File: config.mk
export PLATFORM = sky130hd
export DESIGN_NAME = seq_detect_sched
export DESIGN_NICKNAME = d
export VERILOG_FILES = /design/src/rtl/seq_detect_sched.sv
export SDC_FILE = /design/constraint.sdc
export NUM_CORES = 1
export LEC_CHECK = 0
export ABC_AREA = 0
export ABC_CLOCK_PERIOD_IN_PS = 3200
export CORE_UTILIZATION = 30
export DETAILED_ROUTE_END_ITERATION = 6
export SLEW_MARGIN = 25
export SYNTH_ARGS = -nofsm -noshare
export SYNTH_HDL_FRONTEND = slang
export SYNTH_SLANG_ARGS = --single-unit
File: constraint.sdc
create_clock -name clk -period 3.2 [get_ports clk]
set_input_delay 0.8 -clock clk [delete_from_list [all_inputs] [get_ports clk]]
set_output_delay 0.8 -clock clk [all_outputs]
set_load 0.03 [all_outputs]
File: src/rtl/seq_detect_sched.sv
// seq_detect_sched: one serial pattern-match engine shared across NCH bit streams.
// A round-robin arbiter grants one requesting channel per cycle. That channel's
// saved history and fill count are advanced by the incoming bit and written back.
// A completed pattern is reported one cycle later, tagged with the channel id.
// Optional feature macro: SEQ_MATCH_CNT_EN adds saturating per-channel match
// counters with a combinational readout on cnt_rd. When the macro is not
// defined, cnt_rd is tied to zero.
module seq_detect_sched #(
  parameter int              NCH     = 4,
  parameter int              PLEN    = 4,
  parameter logic [PLEN-1:0] PATTERN = 4'b0110,
  parameter int              CW      = (NCH > 1) ? $clog2(NCH) : 1,
  parameter int              CNTW    = 8
) (
  input  logic            clk,
  input  logic            reset_n,
  input  logic            enable,
  input  logic [NCH-1:0]  ch_valid,
  input  logic [NCH-1:0]  ch_bit,
  output logic [NCH-1:0]  ch_ready,
  input  logic [NCH-1:0]  clear_ch,
  output logic            match_valid,
  output logic [CW-1:0]   match_ch,
  input  logic [CW-1:0]   cnt_sel,
  output logic [CNTW-1:0] cnt_rd
);

  localparam int FW = $clog2(PLEN + 1);

  logic [PLEN-1:0] hist_q [NCH];
  logic [PLEN-1:0] hist_d [NCH];
  logic [FW-1:0]   fill_q [NCH];
  logic [FW-1:0]   fill_d [NCH];
  logic [CW-1:0]   rr_ptr_q, rr_ptr_d;
  logic            match_valid_q, match_valid_d;
  logic [CW-1:0]   match_ch_q, match_ch_d;

  logic [NCH-1:0]  cand;
  logic [NCH-1:0]  grant;
  logic            gnt_any;
  logic [CW-1:0]   gnt_idx;
  logic [CW-1:0]   idx;
  logic [PLEN-1:0] nh;
  logic [FW-1:0]   nf;

`ifdef SEQ_MATCH_CNT_EN
  logic [CNTW-1:0] cnt_q [NCH];
  logic [CNTW-1:0] cnt_d [NCH];
`endif

  // A channel being cleared this cycle is never a grant candidate.
  assign cand = ch_valid & ~clear_ch;

  // Round-robin search starting at rr_ptr, wrapping modulo NCH; first candidate wins.
  always_comb begin
    grant   = '0;
    gnt_any = 1'b0;
    gnt_idx = '0;
    idx     = '0;
    if (reset_n && enable) begin
      for (int i = 0; i < NCH; i++) begin
        idx = CW'((int'(rr_ptr_q) + i) % NCH);
        if (!gnt_any && cand[idx]) begin
          grant[idx] = 1'b1;
          gnt_idx    = idx;
          gnt_any    = 1'b1;
        end
      end
    end
  end

  assign ch_ready = grant;

  // Context update for the granted channel, clears, match detect and pointer advance.
  always_comb begin
    rr_ptr_d      = rr_ptr_q;
    match_valid_d = 1'b0;
    match_ch_d    = match_ch_q;
    nh            = '0;
    nf            = '0;
    for (int k = 0; k < NCH; k++) begin
      hist_d[k] = hist_q[k];
      fill_d[k] = fill_q[k];
`ifdef SEQ_MATCH_CNT_EN
      cnt_d[k]  = cnt_q[k];
`endif
      if (clear_ch[k]) begin
        hist_d[k] = '0;
        fill_d[k] = '0;
`ifdef SEQ_MATCH_CNT_EN
        cnt_d[k]  = '0;
`endif
      end else if (grant[k]) begin
        nh = {hist_q[k][PLEN-2:0], ch_bit[k]};
        nf = (fill_q[k] == FW'(PLEN)) ? fill_q[k] : fill_q[k] + FW'(1);
        hist_d[k] = nh;
        fill_d[k] = nf;
        // Fill gate keeps zero-initialised history from faking a match.
        if ((nh == PATTERN) && (nf == FW'(PLEN))) begin
          match_valid_d = 1'b1;
          match_ch_d    = CW'(k);
`ifdef SEQ_MATCH_CNT_EN
          if (cnt_q[k] != {CNTW{1'b1}}) begin
            cnt_d[k] = cnt_q[k] + CNTW'(1);
          end
`endif
        end
      end
    end
    if (gnt_any) begin
      rr_ptr_d = (int'(gnt_idx) == NCH - 1) ? '0 : gnt_idx + CW'(1);
    end
  end

  // State registers; asynchronous reset discards every channel context.
  always_ff @(posedge clk or negedge reset_n) begin
    if (!reset_n) begin
      for (int k = 0; k < NCH; k++) begin
        hist_q[k] <= '0;
        fill_q[k] <= '0;
      end
      rr_ptr_q      <= '0;
      match_valid_q <= 1'b0;
      match_ch_q    <= '0;
    end else begin
      for (int k = 0; k < NCH; k++) begin
        hist_q[k] <= hist_d[k];
        fill_q[k] <= fill_d[k];
      end
      rr_ptr_q      <= rr_ptr_d;
      match_valid_q <= match_valid_d;
      match_ch_q    <= match_ch_d;
    end
  end

  assign match_valid = match_valid_q;
  assign match_ch    = match_ch_q;

`ifdef SEQ_MATCH_CNT_EN
  // Match counters share the reset of the contexts they count.
  always_ff @(posedge clk or negedge reset_n) begin
    if (!reset_n) begin
      for (int k = 0; k < NCH; k++) begin
        cnt_q[k] <= '0;
      end
    end else begin
      for (int k = 0; k < NCH; k++) begin
        cnt_q[k] <= cnt_d[k];
      end
    end
  end

  // Out-of-range selects (NCH not a power of two) read as zero.
  always_comb begin
    cnt_rd = '0;
    if (int'(cnt_sel) < NCH) begin
      cnt_rd = cnt_q[cnt_sel];
    end
  end
`else
  logic unused_cnt_sel;
  assign unused_cnt_sel = ^cnt_sel;
  assign cnt_rd         = '0;
`endif

endmodule

## Yosys cells after proc, flatten, opt, wreduce, memory -nomap -nowiden

Cells that the tools add are included.
Widths: inputs -> output; s select.

- $add $sub $neg: 8
- Order comparisons: 8
- Eq/ne operators: 13
- Multiplexer cells: 82
- Bitwise logic cells: 5
- Reductions and logical operators: 19

Operators with widths:

| kind | count |
|---|---|
| $mux 3 | 20 |
| $mux 2 | 18 |
| $mux 4 | 8 |
| $mux 1 | 28 |
| $eq 3x3->1 const B | 8 |
| $eq 4x3->1 const B | 4 |
| $add 3x1->3 const B | 4 |
| $logic_and 1x1->1 | 12 |
| $lt 2x3->1 const B | 4 |
| $or 4x4->4 | 3 |
| $bmux 1 s2 | 4 |
| $demux 1 s2 | 4 |
| $ge 2x1->1 const B | 4 |
| $reduce_bool 2->1 | 4 |
| $add 2x1->2 const B | 2 |
| $add 2x2->2 const B | 2 |
| $and 4x4->4 | 1 |
| $not 4->4 | 1 |
| $logic_not 1->1 | 3 |
| $eq 2x1->1 const B | 1 |

- Register bits: 29
- Bits of input ports: 17
- Output and inout port bits: 15
- Logic and storage cells: 146

## Logic depth before layout (Yosys ltp)

- Depth after elaboration: 29
- Depth in mapped cells: 11
- Gate-level depth less buffers: 10

## Worst setup path after synthesis

Ideal clock, no wire load.

- Path kind: in2out
- Start point: input clear_ch[3]
- End point: output ch_ready[2]
- Data arrival time: 2.439 ns
- Path slack: -0.039 ns
- Cell stages on the path: 6
- Path through: buf_4 -> nand2b_4 -> mux4_2 -> and4_4 -> o31ai_4 -> inv_1

- Cells in the longest elaborated chain, start to end: 18
- Elaborated cells between the ends (all ways): 33
- Classes of those cells: mux (22); bitwise (5); reduce/logical (6)

Ends and longest elaborated chain:

| what | line | source |
|---|---|---|
| start: declaration | 21 | `input logic [NCH-1:0] clear_ch,` |
| $not 4->4 * | 52 | `assign cand = ch_valid & ~clear_ch;` |
| $and 4x4->4 * | 52 |  |
| $bmux 1 s2 | 63 | `if (!gnt_any && cand[idx]) begin` |
| $mux 1 (implied by the code) | 63 |  |
| $mux 1 | 63 |  |
| $mux 1 | 60 | `if (reset_n && enable) begin` |
| $logic_not 1->1 | 63 |  |
| $logic_and 1x1->1 | 63 |  |
| [2 not listed] | -- |  |
| $logic_not 1->1 | 63 |  |
| $logic_and 1x1->1 | 63 |  |
| $mux 1 | 63 |  |
| $mux 1 | 60 |  |
| $logic_not 1->1 | 63 |  |
| $logic_and 1x1->1 | 63 |  |
| $mux 4 * | 63 |  |
| $mux 4 * | 60 |  |
| end: declaration | 20 | `output logic [NCH-1:0] ch_ready,` |

Every way passes the cells marked *; elsewhere a longest branch is shown, timed or not. The select of a mux whose other input is x is not followed.

## Final worst setup path

- Start point: input ch_valid[0]
- End point: output ch_ready[1]

- Cells in the longest elaborated chain, start to end: 17
- Elaborated cells between the ends (all ways): 32
- Classes of those cells: mux (22); bitwise (4); reduce/logical (6)

Ends and longest elaborated chain:

| what | line | source |
|---|---|---|
| start: declaration | 18 | `input logic [NCH-1:0] ch_valid,` |
| $and 4x4->4 * | 52 |  |
| $bmux 1 s2 | 63 |  |
| $mux 1 (implied by the code) | 63 |  |
| $mux 1 | 63 |  |
| $mux 1 | 60 |  |
| $logic_not 1->1 | 63 |  |
| $logic_and 1x1->1 | 63 |  |
| $mux 1 | 63 |  |
| $mux 1 | 60 |  |
| $logic_not 1->1 | 63 |  |
| $logic_and 1x1->1 | 63 |  |
| $mux 1 | 63 |  |
| $mux 1 | 60 |  |
| $logic_not 1->1 | 63 |  |
| $logic_and 1x1->1 | 63 |  |
| $mux 4 * | 63 |  |
| $mux 4 * | 60 |  |

Marks and branches as above.

==> run metrics <==
gp weighted congestion 0.838; Crit Reg-Reg Endpoint match_valid; nets 361; Mapped Cells 257; slowest stage cell on the critical path mux4_2; pwr/cell area 541 mW/mm2; Hold Path Class reg -> reg; Die Span X 90.0 um; Worst EP arrival 2.34 ns; hpwl dp 4180 um; Final Skew 0.00625 ns; CTS H-tree depth 2; DRT Wirelength 5310 um; via count 2,079; status finished clean; first-pass GRT wire length 9450 um; final setup vio count 0; Max stage delay on crit path 0.58 ns; share of the synthesized area in the top cell type 0.313; IO Pins 32; Placed Cells 417; CP Depth 8; Pre-Repair DR Iteration Count 4; placed cell area 0.00291 mm2; Final Non-Filler Cells roughly 430; Initial Util 0.315; CTS buffer count 5; Critical path origin ch_valid[0]; share of cells above drive strength 1 0.321; largest net degree at the start of global routing 30; ANT cells 0; drc violations 0; largest cells by area after synthesis dfrtp_1 (31%), ha_1 (8.1%), mux2i_1 (6.5%); Worst-Skew Late Latency 0.28 ns; synthesized area about 0.0023 mm2; Mapped Avg Cell Area 9.04 um2; Final Hold Viols 0; sequential share of the synthesized area 0.313; Worst setup SP type input pin; Worst R2R Start rr_ptr_q[0]; synth unique cells 53; Die H 90.0 um; vias in the first global route 2,041; Top delay family on crit path multiplexers; commonest non-fill, non-tap cell in the layout buf_4; final core utilization 0.423; Critical Path Sink ch_ready[1]; initial DRC count 128; largest area contributor in the netlist dfrtp_1; synth-to-layout area growth 34.2%; CP Capture Type output port; final period utilization 0.980; CTS tree yes; Reg clk slew, reported paths 0.06 ns; Final Cell Area 0.00312 mm2; clk buf depth 2; antenna viol nets, final 0; Synth warnings 0; total power 1.69 mW; Post-synth EDFFs 0; Worst Path Required between 2 and 2.5 ns; site row count 31; Total GRT Usage 0.143; Hold-fix buffers, CTS 0; IO buf count 21; Setup CP Type in -> out; Buffers & Inverters on Critical Path 3; Static Leak roughly 1.4 nW; CTS Root Cell clkbuf_8; flops & latches, synth 29; FFs w/ async S/R, synth 1.00; die footprint 0.00810 mm2; fmax 319 MHz; Max-Cap Viols 0; VDD IR-drop max 0.296 mV; most frequent cells in the layout buf_4 (51), dfrtp_1 (29), nand2_1 (24); CTS sink cnt 29; crit path cell chain buf_2, nor2b_4, mux4_2, nor2_4, nand2_2, a31o_4, inv_2, buf_6; Via-to-Cell Ratio 4.85; core footprint ~0.0074 mm2; post-layout minimum cycle time 3.14 ns; predominant post-synthesis flop cell dfrtp_1; post-DR wirelength/cell 12.4 um; final hold slack 0.518 ns; initial antenna violation count 0; crit path max fanout 6; Worst Reg-to-Reg Cells 10; pins over their slew limit 0; reg2reg setup slack 0.64 ns; total grt overflow 0
registers in the layout (all words and copies together), names as in the netlist:
signal       count
rr_ptr_q         2
match_ch         2
match_valid      1
hist_q          12
fill_q          12
Yosys cell counts, drive strengths merged (2+ instances only):
cell type,n
inv,18
a21oi,14
and2,2
clkbuf,2
a31o,2
nor3b,4
o31ai,2
o311ai,2
a311oi,2
o21ai,6
nor4b,3
o211a,3
nor3,12
nor2,26
a22oi,3
mux2i,15
nand4,3
ha,15
nand3b,3
xnor2,3
nand3,12
mux4,2
nand2,26
nand2b,5
buf,12
o2111ai,5
a31oi,6
nor2b,6
dfrtp,29
power breakdown:
| group | internal [mW] | total [mW] | switching, mW | leakage (nW) |
|---|---|---|---|---|
| sequential | 0.397 | 0.423 | 0.0267 | 0.399 |
| combinational | 0.421 | 0.939 | 0.518 | 0.946 |
| clock | 0.194 | 0.325 | 0.131 | 0.0542 |
worst min-delay path by stage:
stage,end,slack [ns],cells after the start,from
floorplan,hist_q[2],0.48,2,hist_q[2]
global placement,hist_q[2],0.50,2,hist_q[2]
detailed placement,hist_q[2],0.51,2,hist_q[2]
CTS,hist_q[2],0.52,2,hist_q[2]
global route,hist_q[6],0.54,2,hist_q[6]
finish,hist_q[2],0.52,2,hist_q[2]
cells by family after synthesis:
group	after synthesis	share of synthesized area
flip-flops	29	0.313
buffers and inverters	32	0.0787
AND/OR/NAND/NOR	107	0.248
multiplexers	18	0.0889
other	1	0.00161
AO/OA/AOI/OAI	52	0.178
adder cells (fa/ha/maj)	15	0.0808
XOR/XNOR	3	0.0113
worst register-to-register path, stage by stage, from the launching register on:
cell,delay [ns]
dfrtp_1,0.40
inv_4,0.15
ha_1,0.27
inv_1,0.09
mux4_2,0.37
buf_4,0.18
nand4_1,0.15
a31oi_4,0.12
buf_4,0.19
o2bb2ai_2,0.14
or3b_1,0.38
metal layers:
metal / vias up / GRT usage / wire, um
met5: - / 0 / 0
met4: 0 / 0.0363 / 68
met3: 7 / 0.0313 / 207
met2: 43 / 0.233 / 2540
met1: 972 / 0.191 / 2490
li1: 1057 / - / -
timing repair:
action                     4_1_cts  5_1_grt
setup buffers                    2        2
resized for setup               46       13
setup endpoints to repair        4        4
pin swaps                        6        4
cell type report:
type                       count  area, um2
fill                         729       4250
timing repair buffer          72        571
multi-input combinational    203       1530
tap                           99        124
inverter                      18       70.1
sequential                    29        726
clock buffer                   7       96.3
clock inverter                 1       5.00
through the flow:
step / setup TNS [ns] / setup WS (ns)
floorplan: 0 / 0.0257
global placement: -1.81 / -0.416
detailed placement: -2.06 / -0.436
CTS: 0 / 0.0101
global route: -0.00525 / -0.00525
finish: 0 / 0.0644
(Power assumes the default switching activity.)
